## src/rtl/shift_issue_stage.sv

```systemverilog
// Shift issue stage: decodes MIPS shifts into a 2-entry FIFO feeding the shifter.
// Optional SHIFT_VARIABLE_EN adds sllv/srlv/srav decode.
module shift_issue_stage (
  input  logic        clk,
  input  logic        reset_n,
  input  logic        flush,
  input  logic        in_valid,
  output logic        in_ready,
  input  logic [31:0] instr,
  input  logic [31:0] rs_val,
  input  logic [31:0] rt_val,
  output logic        out_valid,
  input  logic        out_ready,
  output logic [1:0]  out_funct,
  output logic [31:0] out_a,
  output logic [4:0]  out_N,
  output logic        out_illegal
);

  typedef struct packed {
    logic [1:0]  funct;
    logic [31:0] a;
    logic [4:0]  n;
    logic        illegal;
  } ent_t;

  localparam ent_t ENT_RST = '{
    funct: 2'b11, a: 32'd0, n: 5'd0, illegal: 1'b0
  };
  localparam ent_t ENT_ILL = '{
    funct: 2'b11, a: 32'd0, n: 5'd0, illegal: 1'b1
  };

  logic [1:0] count_q, count_d;
  ent_t       head_q, head_d;
  ent_t       tail_q, tail_d;
  ent_t       dec;
  logic       op_ok;
  logic [5:0] fn;
  logic       push, pop;
  logic       unused_ok;

  assign unused_ok = ^{instr[25:11], rs_val};

  always_comb begin
    dec   = ENT_ILL;
    op_ok = (instr[31:26] == 6'd0);
    fn    = instr[5:0];
    unique case (1'b1)
      op_ok && fn == 6'h00:
        dec = '{funct: 2'b00, a: rt_val, n: instr[10:6], illegal: 1'b0};
      op_ok && fn == 6'h02:
        dec = '{funct: 2'b01, a: rt_val, n: instr[10:6], illegal: 1'b0};
      op_ok && fn == 6'h03:
        dec = '{funct: 2'b10, a: rt_val, n: instr[10:6], illegal: 1'b0};
`ifdef SHIFT_VARIABLE_EN
      op_ok && fn == 6'h04:
        dec = '{funct: 2'b00, a: rt_val, n: rs_val[4:0], illegal: 1'b0};
      op_ok && fn == 6'h06:
        dec = '{funct: 2'b01, a: rt_val, n: rs_val[4:0], illegal: 1'b0};
      op_ok && fn == 6'h07:
        dec = '{funct: 2'b10, a: rt_val, n: rs_val[4:0], illegal: 1'b0};
`endif
      default: ;
    endcase
  end

  assign in_ready  = (count_q != 2'd2);
  assign out_valid = (count_q != 2'd0);
  assign push      = in_valid && in_ready;
  assign pop       = out_valid && out_ready;

  // Full FIFO never pushes, so pop at count 2 just promotes the tail.
  always_comb begin
    count_d = count_q;
    head_d  = head_q;
    tail_d  = tail_q;
    if (flush) begin
      count_d = 2'd0;
    end else begin
      unique case (count_q)
        2'd0: begin
          if (push) begin
            head_d  = dec;
            count_d = 2'd1;
          end
        end
        2'd1: begin
          if (push && pop) begin
            head_d = dec;
          end else if (push) begin
            tail_d  = dec;
            count_d = 2'd2;
          end else if (pop) begin
            count_d = 2'd0;
          end
        end
        2'd2: begin
          if (pop) begin
            head_d  = tail_q;
            count_d = 2'd1;
          end
        end
        default: count_d = 2'd0;
      endcase
    end
  end

  always_ff @(posedge clk or negedge reset_n) begin
    if (!reset_n) begin
      count_q <= 2'd0;
      head_q  <= ENT_RST;
      tail_q  <= ENT_RST;
    end else begin
      count_q <= count_d;
      head_q  <= head_d;
      tail_q  <= tail_d;
    end
  end

  assign out_funct   = out_valid ? head_q.funct : 2'b11;
  assign out_a       = out_valid ? head_q.a : 32'd0;
  assign out_N       = out_valid ? head_q.n : 5'd0;
  assign out_illegal = out_valid ? head_q.illegal : 1'b0;

endmodule

```

## config.mk

```make
export PLATFORM = sky130hd
export DESIGN_NAME = shift_issue_stage
export DESIGN_NICKNAME = d
export VERILOG_FILES = /design/src/rtl/shift_issue_stage.sv
export SDC_FILE = /design/constraint.sdc
export NUM_CORES = 1
export LEC_CHECK = 0
export CAP_MARGIN = 10
export CORE_MARGIN = 2
export CORE_UTILIZATION = 44
export DETAILED_ROUTE_END_ITERATION = 10
export GPL_TIMING_DRIVEN = 0
export PLACE_DENSITY = 0.78
export SLEW_MARGIN = 10
export SYNTH_ARGS = -nofsm -noshare
export SYNTH_HDL_FRONTEND = slang
export SYNTH_SLANG_ARGS = --single-unit
```

## constraint.sdc

```tcl
create_clock -name clk -period 2.1 [get_ports clk]
set_input_delay 0.42 -clock clk [delete_from_list [all_inputs] [get_ports clk]]
set_output_delay 0.42 -clock clk [all_outputs]
set_load 0.05 [all_outputs]
```

Word level (Yosys, flattened, before mapping)

Cells that the tools add are included.

Equality and inequality tests: 12
Multiplexer cells: 16
Bitwise gates (word level): 2
Reductions and logical operators: 14

Operators by type and width:

| kind                                                                  | count |
|---|---|
| 40-bit case mux with 3 select lines                                   | 2 |
| 40-bit two-way mux                                                    | 3 |
| 32-bit two-way mux                                                    | 1 |
| 2-bit two-way mux                                                     | 7 |
| 6-bit by 2-bit equality test with 1-bit output, second input constant | 2 |
| 6-bit logical NOT                                                     | 2 |
| 3-bit inequality test, second input constant                          | 3 |
| 2-bit inequality test, second input constant                          | 4 |
| 4-bit AND reduction                                                   | 2 |
| 1-bit logical AND                                                     | 6 |
| 2-bit case mux with 3 select lines                                    | 1 |
| 5-bit two-way mux                                                     | 1 |
| 5-bit AND reduction                                                   | 1 |
| 4-bit inequality test, second input constant                          | 1 |
| 3-bit nonzero test                                                    | 1 |
| 2-bit by 1-bit equality test with 1-bit output, second input constant | 1 |
| 2-bit equality test, second input constant                            | 1 |
| 2-bit logical NOT                                                     | 1 |
| 1-bit inverter                                                        | 2 |
| 2-bit nonzero test                                                    | 1 |
| 1-bit two-way mux                                                     | 1 |

Register bits after elaboration: 82
Bits of input ports: 101
Output and inout bits: 42
Logic and storage cells: 53

Depth between registers and ports, before layout

Gate-level depths: netlist (run 1).

Depth after elaboration: 7
Depth in mapped cells: 7
Mapped depth without buffers: 4

Least setup slack after synthesis (run 1)

No wires, ideal clock.

Path type: reg-to-reg
From: register count_q[0]
To: register head_q[10] (netlist bit)
Arrival time: 1.960 ns
Required time: 2.021 ns
Path slack: 0.061 ns
Stages on the path, launching flop included: 8
Period minus slack after synthesis: 2.039 ns
Cells stage by stage: dfrtp_1 -> buf_2 -> nand2b_1 -> o21a_1 -> clkbuf_1 -> clkbuf_1 -> nand3_1 -> a2bb2oi_1

Cells in the longest elaborated chain, start to end: 5
Elaborated cells on any way between the ends: 14

Ends and longest elaborated chain:

| what                                     | RTL line | text |
|---|---|---|
| from (decl)                              | 34       | `logic [1:0] count_q, count_d;` |
| from (signal assigned)                   | 115      | `count_q <= count_d;` |
| 2-bit inequality test (*)                | 68       | `assign in_ready = (count_q != 2'd2);` |
| named net in_ready                       | 8        | `output logic in_ready,` |
| 1-bit logical AND (*)                    | 70       | `assign push = in_valid && in_ready;` |
| 1-bit logical AND                        | 89       | `if (push && pop) begin` |
| 2-bit inequality test (no source line)   | -        |  |
| 5-bit AND reduction (no source line) (*) | -        |  |
| to (signal assigned)                     | 112      | `head_q <= ENT_RST;` |
| to (signal assigned)                     | 116      | `head_q <= head_d;` |
| to (decl)                                | 35       | `ent_t head_q, head_d;` |

Mark *: on every way through the listed nets, which the timed path passes. The rest lies on a longest branch.
A chain may end at the register's enable or synchronous reset.

Final worst setup path (run 1)

From: register count_q[1]
To: output out_a[22]

Cells in the longest elaborated chain, start to end: 2

Ends and longest elaborated chain:

| what               | RTL line | text |
|---|---|---|
| 2-bit nonzero test | 69       | `assign out_valid = (count_q != 2'd0);` |
| 32-bit two-way mux | 122      | `assign out_a = out_valid ? head_q.a : 32'd0;` |
| to (decl)          | 15       | `output logic [31:0] out_a,` |

No other way between the ends.

==> results of run 1 <==
routing by layer:
layer / routed length (um) / vias to the layer above
met4: 221 / 0
met3: 770 / 24
met1: 5090 / 1927
met5: 0 / -
met2: 5690 / 157
li1: - / 1863
worst max-delay path: stages, from the launching register on:
cell      delay, ns
dfrtp_1        0.37
clkbuf_4       0.19
nor2_4         0.22
buf_4          0.22
nor2b_1        0.07
clkbuf_4       0.21
cells in the final DEF (no fill, tap or decap), types with 2 or more instances in the layout:
cell	n
mux2_2	2
nand2_1	78
clkbuf_2	11
buf_4	9
inv_1	3
clkbuf_4	5
dfstp_2	4
clkdlybuf4s15_2	2
o21ai_2	3
nor2_1	7
clkinv_2	3
a21oi_1	2
o21ai_1	18
o21a_1	38
clkdlybuf4s50_1	51
a31oi_1	4
nand3_1	40
nor2b_1	38
buf_2	38
or2_2	3
a2bb2oi_1	32
a2bb2oi_2	5
buf_6	5
o21ai_0	56
nand2b_1	2
clkbuf_1	20
dfrtp_1	78
clkbuf_8	12
a22o_1	2
timing repair:
| item | in CTS | in global routing |
|---|---|---|
| setup endpoints to repair | 104 | 100 |
| pin swaps | 1 | 2 |
| gates resized for setup | 229 | 34 |
| setup buffers | 2 | 0 |
report_power, final:
group / internal, mW / switching, mW
clock network: 0.483 / 0.574
registers: 1.74 / 0.0858
logic: 0.429 / 0.611
total: 2.65 / 1.27
logic make-up (layout without fill, tap and decap cells):
logic type      after synthesis  in the layout  synth area share, %
buf+inv                      49            160                 4.86
xor+xnor                      1              1                0.207
mux                           3              3                0.770
flops                        82             82                 48.7
compound gates              162            162                 25.1
simple gates                177            177                 20.4
flip-flops by register name, summed over array words and instances (netlist names):
signal	count
count_q	2
head_q	40
tail_q	40
cell type report:
type	instances	area, um2	area share (%)
inverter	3	11.3	0.206
clock inverter	3	15.0	0.274
tap	129	161	2.95
clock buffer	12	155	2.83
sequential	82	2060	37.6
timing repair buffer	97	793	14.5
multi-input combinational	343	2020	37.0
buffer	45	259	4.73
final timing paths:
| path | endpoint | slack (ns) |
|---|---|---|
| worst max register to register | head_q[16] | 0.14 |
| worst min register to register | tail_q[11] | 0.49 |
| worst max-delay path | out_a[22] | 0.04 |
| worst min-delay path | count_q[0] | 0.02 |
| min in group clk | tail_q[11] | 0.49 |
| max in group asynchronous | head_q[39] | 1.45 |
through the flow:
stage          worst slack (ns)  power (mW)
2_1_floorplan            0.0609        2.50
3_3_place_gp              -2.27        2.90
3_5_place_dp             -0.615        2.92
4_1_cts                 -0.0815        3.91
5_1_grt                 -0.0559        4.07
6_report                 0.0441        3.92
==> results.yml, run 1 <==
sta:
  fin_crit_ns: 2.06
  finalClockSkew_ns: 0.00589
  drv_slew: 0
  rsz0062_at_grt: "yes"
  setup_viol: 0
  tightestPinTransition_ns: 0.499
  hold_slack_ns: 0.0210
  max_freq_mhz: 486
  finalSetupTns_ns: 0
  period_share_pct: 97.9
  maxSlewHeadroom_pct: 66.7
  finalHoldViolations: 0
synth:
  synthDominantCellAreaShare_pct: 46.2
  postSynthRegisterBits: 82
  synth_fp_nets: 575
  synth_cell_type_count: 31
  syn_area_um2: 4230
  yosys_warnings: 0
  avgSynthCellArea_um2: 8.91
  synth_area_leaders: "dfrtp_1 (46%), a2bb2oi_1 (7.7%), nand2_1 (6.9%), o21a_1 (6.8%), o21ai_0 (6.6%)"
  yosys.area.top_type: "dfrtp_1"
  synthTopCellsByCount: "dfrtp_1 (78), nand2_1 (78), o21ai_0 (56)"
  syn-instance-count: 474
  synthArstFlopShare_pct: 100
  ys_seq_area_share_pct: 48.7
  ys.flop_type: "dfrtp_1"
  synth_edf_count: 0
finish:
  area_growth_pct: 29.6
  final_util_pct: 59.0
  layout-drive-gt1-share_pct: 18.6
  fin_nets: 682
  fin_cells: 714
  finalInstanceArea_um2: 5480
  fillers: 848
  n_antenna_cell: 0
global_routing:
  top_usage_layer: "met2"
  grtUsageMet2_pct: 35.8
  gr-total-overflow: 0
  grt_usage_pct: 23.0
  antenna_found_initial: 0
  grt_pass1_wl_um: 18800
  grt_max_degree: 47
  grt_pass1_vias: 3846
  use_met1_pct: 32.4
  use_met3_pct: 3.35
die:
  rows: 35
  start_util_pct: 45.5
  dieHeight_um: 102
  die_area_um2: 10400
  core_area_um2: 9280
  io_pins: 143
  die_x_um: 102
clock_tree:
  cts_htree_levels: 3
  clk_pin_slew_ns: 0.08
  cts-root-buf: "clkbuf_8"
  cts_tree: "done"
  clk_latency_ns: 0.35
  ctsHoldBuffers: 0
  clock-sinks: 82
  clock_path_buffers: 2
  numCtsBuffers: 9
critical_path:
  cp.required_ns: 1.68
  rr_worst_depth: 7
  critPathKind: "register to output port"
  crit_fanout: 10
  r2r-start: "count_q[1]"
  arrival_ns: 1.64
  startpoint: "count_q[1]"
  endpoint_kind: "output port"
  start_kind: "register"
worst_hold_path:
  min-delay-path-class: "primary input to async pin"
placed_design:
  io_buffers: 94
  post-dp-hpwl_um: 8250
  gp_congestion: 0.831
  dpl-instance-area_um2: 5350
  dpl.cell_count: 698
drt:
  routed_wl_um: 11800
  first_pass_iters: 6
  wire_per_inst_um: 16.5
  vias: 3971
  vias_per_cell: 5.56
  drc: 0
  drt_iter0_markers: 262
  antenna_left: 0
power_and_ir_drop:
  ir_worst_vdd_mv: 0.331
  power_leakage_nw: 2.26
  power_density_nw_per_um2: 716
outcome:
  status: "finished, final reports clean"
flow_run:
  max_cap_viol_count: 0
Note: power is estimated with default switching activity, not from simulation.
==> inputs of run 2 (changes only) <==
--- a/config.mk
+++ b/config.mk
@@ -6,12 +6,14 @@
 export NUM_CORES = 1
 export LEC_CHECK = 0
 export CAP_MARGIN = 10
+export CELL_PAD_IN_SITES_DETAIL_PLACEMENT = 0
+export CELL_PAD_IN_SITES_GLOBAL_PLACEMENT = 1
 export CORE_MARGIN = 2
-export CORE_UTILIZATION = 44
+export CORE_UTILIZATION = 34
 export DETAILED_ROUTE_END_ITERATION = 10
 export GPL_TIMING_DRIVEN = 0
-export PLACE_DENSITY = 0.78
-export SLEW_MARGIN = 10
+export PLACE_DENSITY_LB_ADDON = 0.1
+export SLEW_MARGIN = 20
 export SYNTH_ARGS = -nofsm -noshare
 export SYNTH_HDL_FRONTEND = slang
 export SYNTH_SLANG_ARGS = --single-unit
==> run 2 against run 1 <==
Effect of this change: the flow now finishes with violations (negative hold slack); first-iteration DRC count down 19%; count of clock-buffer cells in the layout down 1; final cell count up 6.0%; power up 21%; setup slack better by 0.019 ns; flip-flop and latch count unchanged; register-to-register slack better by 0.04 ns; critical path depth up 1; routed wire length up 9.1%; clock power up 75%; utilization down 11 points; sequential share of layout area down 2.0 points; critical path type unchanged.
==> results.yml, run 2 (synthesis gave the netlist of run 1 again) <==
outcome:
  failed_checks: "negative hold slack"
  status: "finished, violations left"
sta:
  finalClockSkew_ns: 0.00346
  max_freq_mhz: 491
  drv_slew: 0
  hold_slack_ns: -0.00503
  setup_viol: 0
  finalHoldViolations: 2
  fin_crit_ns: 2.04
  period_share_pct: 97.0
  maxSlewHeadroom_pct: 62.8
  finalSetupTns_ns: 0
  rsz0062_at_grt: "no"
  tightestPinTransition_ns: 0.558
clock_tree:
  numCtsBuffers: 9
  clk_pin_slew_ns: 0.06
  cts-root-buf: "clkbuf_16"
  clock-sinks: 82
  clk_latency_ns: 0.33
  clock_path_buffers: 2
  ctsHoldBuffers: 0
  cts_tree: "done"
  cts_htree_levels: 3
global_routing:
  grt_pass1_vias: 3888
  grt_max_degree: 31
  antenna_found_initial: 0
  grt_pass1_wl_um: 21100
  gr-total-overflow: 0
  grt_usage_pct: 20.3
placed_design:
  post-dp-hpwl_um: 8920
  gp_congestion: 0.767
  dpl-instance-area_um2: 5410
  io_buffers: 94
drt:
  vias: 3850
  antenna_left: 0
  drt_iter0_markers: 211
  vias_per_cell: 5.09
  routed_wl_um: 12800
  first_pass_iters: 4
  drc: 0
  wire_per_inst_um: 17.0
critical_path:
  cp.required_ns: 1.68
  endpoint_kind: "output port"
  r2r_setup_slack_ns: 0.18
  r2r_end: "tail_q[11]"
  critPathKind: "register to output port"
  rr_worst_depth: 8
  cp_slowest_stage_delay_ns: 0.34
  path_buf_inv: 4
  critPathTopFamily: "buffers and inverters"
  crit_chain: "buf_6 -> nor2_4 -> buf_4 -> clkbuf_8 -> or2_2 -> buf_4"
  arrival_ns: 1.62
  crit_slowest_cell: "dfrtp_1"
  start_kind: "register"
  crit_fanout: 10
  r2r-start: "count_q[1]"
  cp_common_cell: "buf_4"
power_and_ir_drop:
  power_leakage_nw: 2.42
  ir_worst_vdd_mv: 0.467
  power_density_nw_per_um2: 819
worst_hold_path:
  min-delay-path-class: "primary input to async pin"
finish:
  reg.largest.list: "head_q: 40 flops, tail_q: 40 flops, count_q: 2 flops"
  layout_common_cells: "nand2_1 (78), dfrtp_1 (78), o21ai_0 (56)"
  n_antenna_cell: 0
  fillers: 1207
  final_util_pct: 48.0
  fin_nets: 685
  finalInstanceArea_um2: 5790
  layout-drive-gt1-share_pct: 19.4
  area_growth_pct: 37.0
die:
  die_x_um: 115
  dieHeight_um: 115
  io_pins: 143
  rows: 40
  core_area_um2: 12100
  start_util_pct: 35.0
  die_area_um2: 13300
flow_run:
  max_cap_viol_count: 0
-- run 2: cell count changes in the layout (fill, tap and decap cells not counted), moves of 3 or more --
cell	before	now
clkbuf_16	0	9
clkbuf_8	12	6
bufinv_16	0	3
a2bb2oi_1	32	35
a2bb2oi_2	5	2
clkbuf_1	20	16
buf_12	0	3
-- run 2: worst max-delay path by stage --
stage                     from            to  slack [ns]  depth (start not counted)
floorplan           count_q[0]    head_q[10]        0.06                          7
finish              count_q[1]  out_funct[1]        0.06                          6
detailed placement  count_q[1]     out_a[13]       -0.71                          5
global route         instr[31]    tail_q[27]       0.006                          7
CTS                 count_q[1]     out_valid      -0.002                          6
global placement       reset_n    head_q[16]       -2.64                          1
-- run 2: repair_timing --
action / 4_1_cts / 5_1_grt
buffers inserted: 4 / 1
endpoints found under the setup margin: 120 / 90
resized for setup: 223 / 53
pin swaps: 2 / 3
-- run 2: power breakdown --
group | internal (mW) | switching, mW | total [mW]
logic | 0.443 | 0.618 | 1.06
registers | 1.74 | 0.0813 | 1.82
clock network | 1.22 | 0.635 | 1.86
total | 3.41 | 1.33 | 4.74
-- run 2: stage by stage --
stage / std cells / power [mW] / setup WS [ns]
after floorplan: 474 / 2.50 / 0.0609
after global placement: 736 / 2.93 / -2.64
after detailed placement: 738 / 2.94 / -0.706
after CTS: 756 / 4.78 / -0.00237
after global routing: 757 / 4.94 / 0.00570
final: 757 / 4.74 / 0.0631
-- run 2: metal layers --
layer	vias to the layer above	global-route usage [%]	part of all wire, %	routed length [um]
met5	-	0	0	0
met4	0	4.18	0.69	89
met3	8	3.71	3.4	433
met2	81	32.7	48	6140
met1	1886	28.8	48	6180
li1	1875	-	-	-
-- run 2: area by class of cell --
type                    count  area [um2]  share of cell area [%]
plain buffers              44         302                    5.21
clock inverters             5         100                    1.73
multi-input cells         343        2020                    34.8
inverters                   3        11.3                   0.194
well taps                 168         210                    3.63
clock buffers              11         253                    4.36
repair buffers            101         842                    14.5
flip-flops and latches     82        2060                    35.5
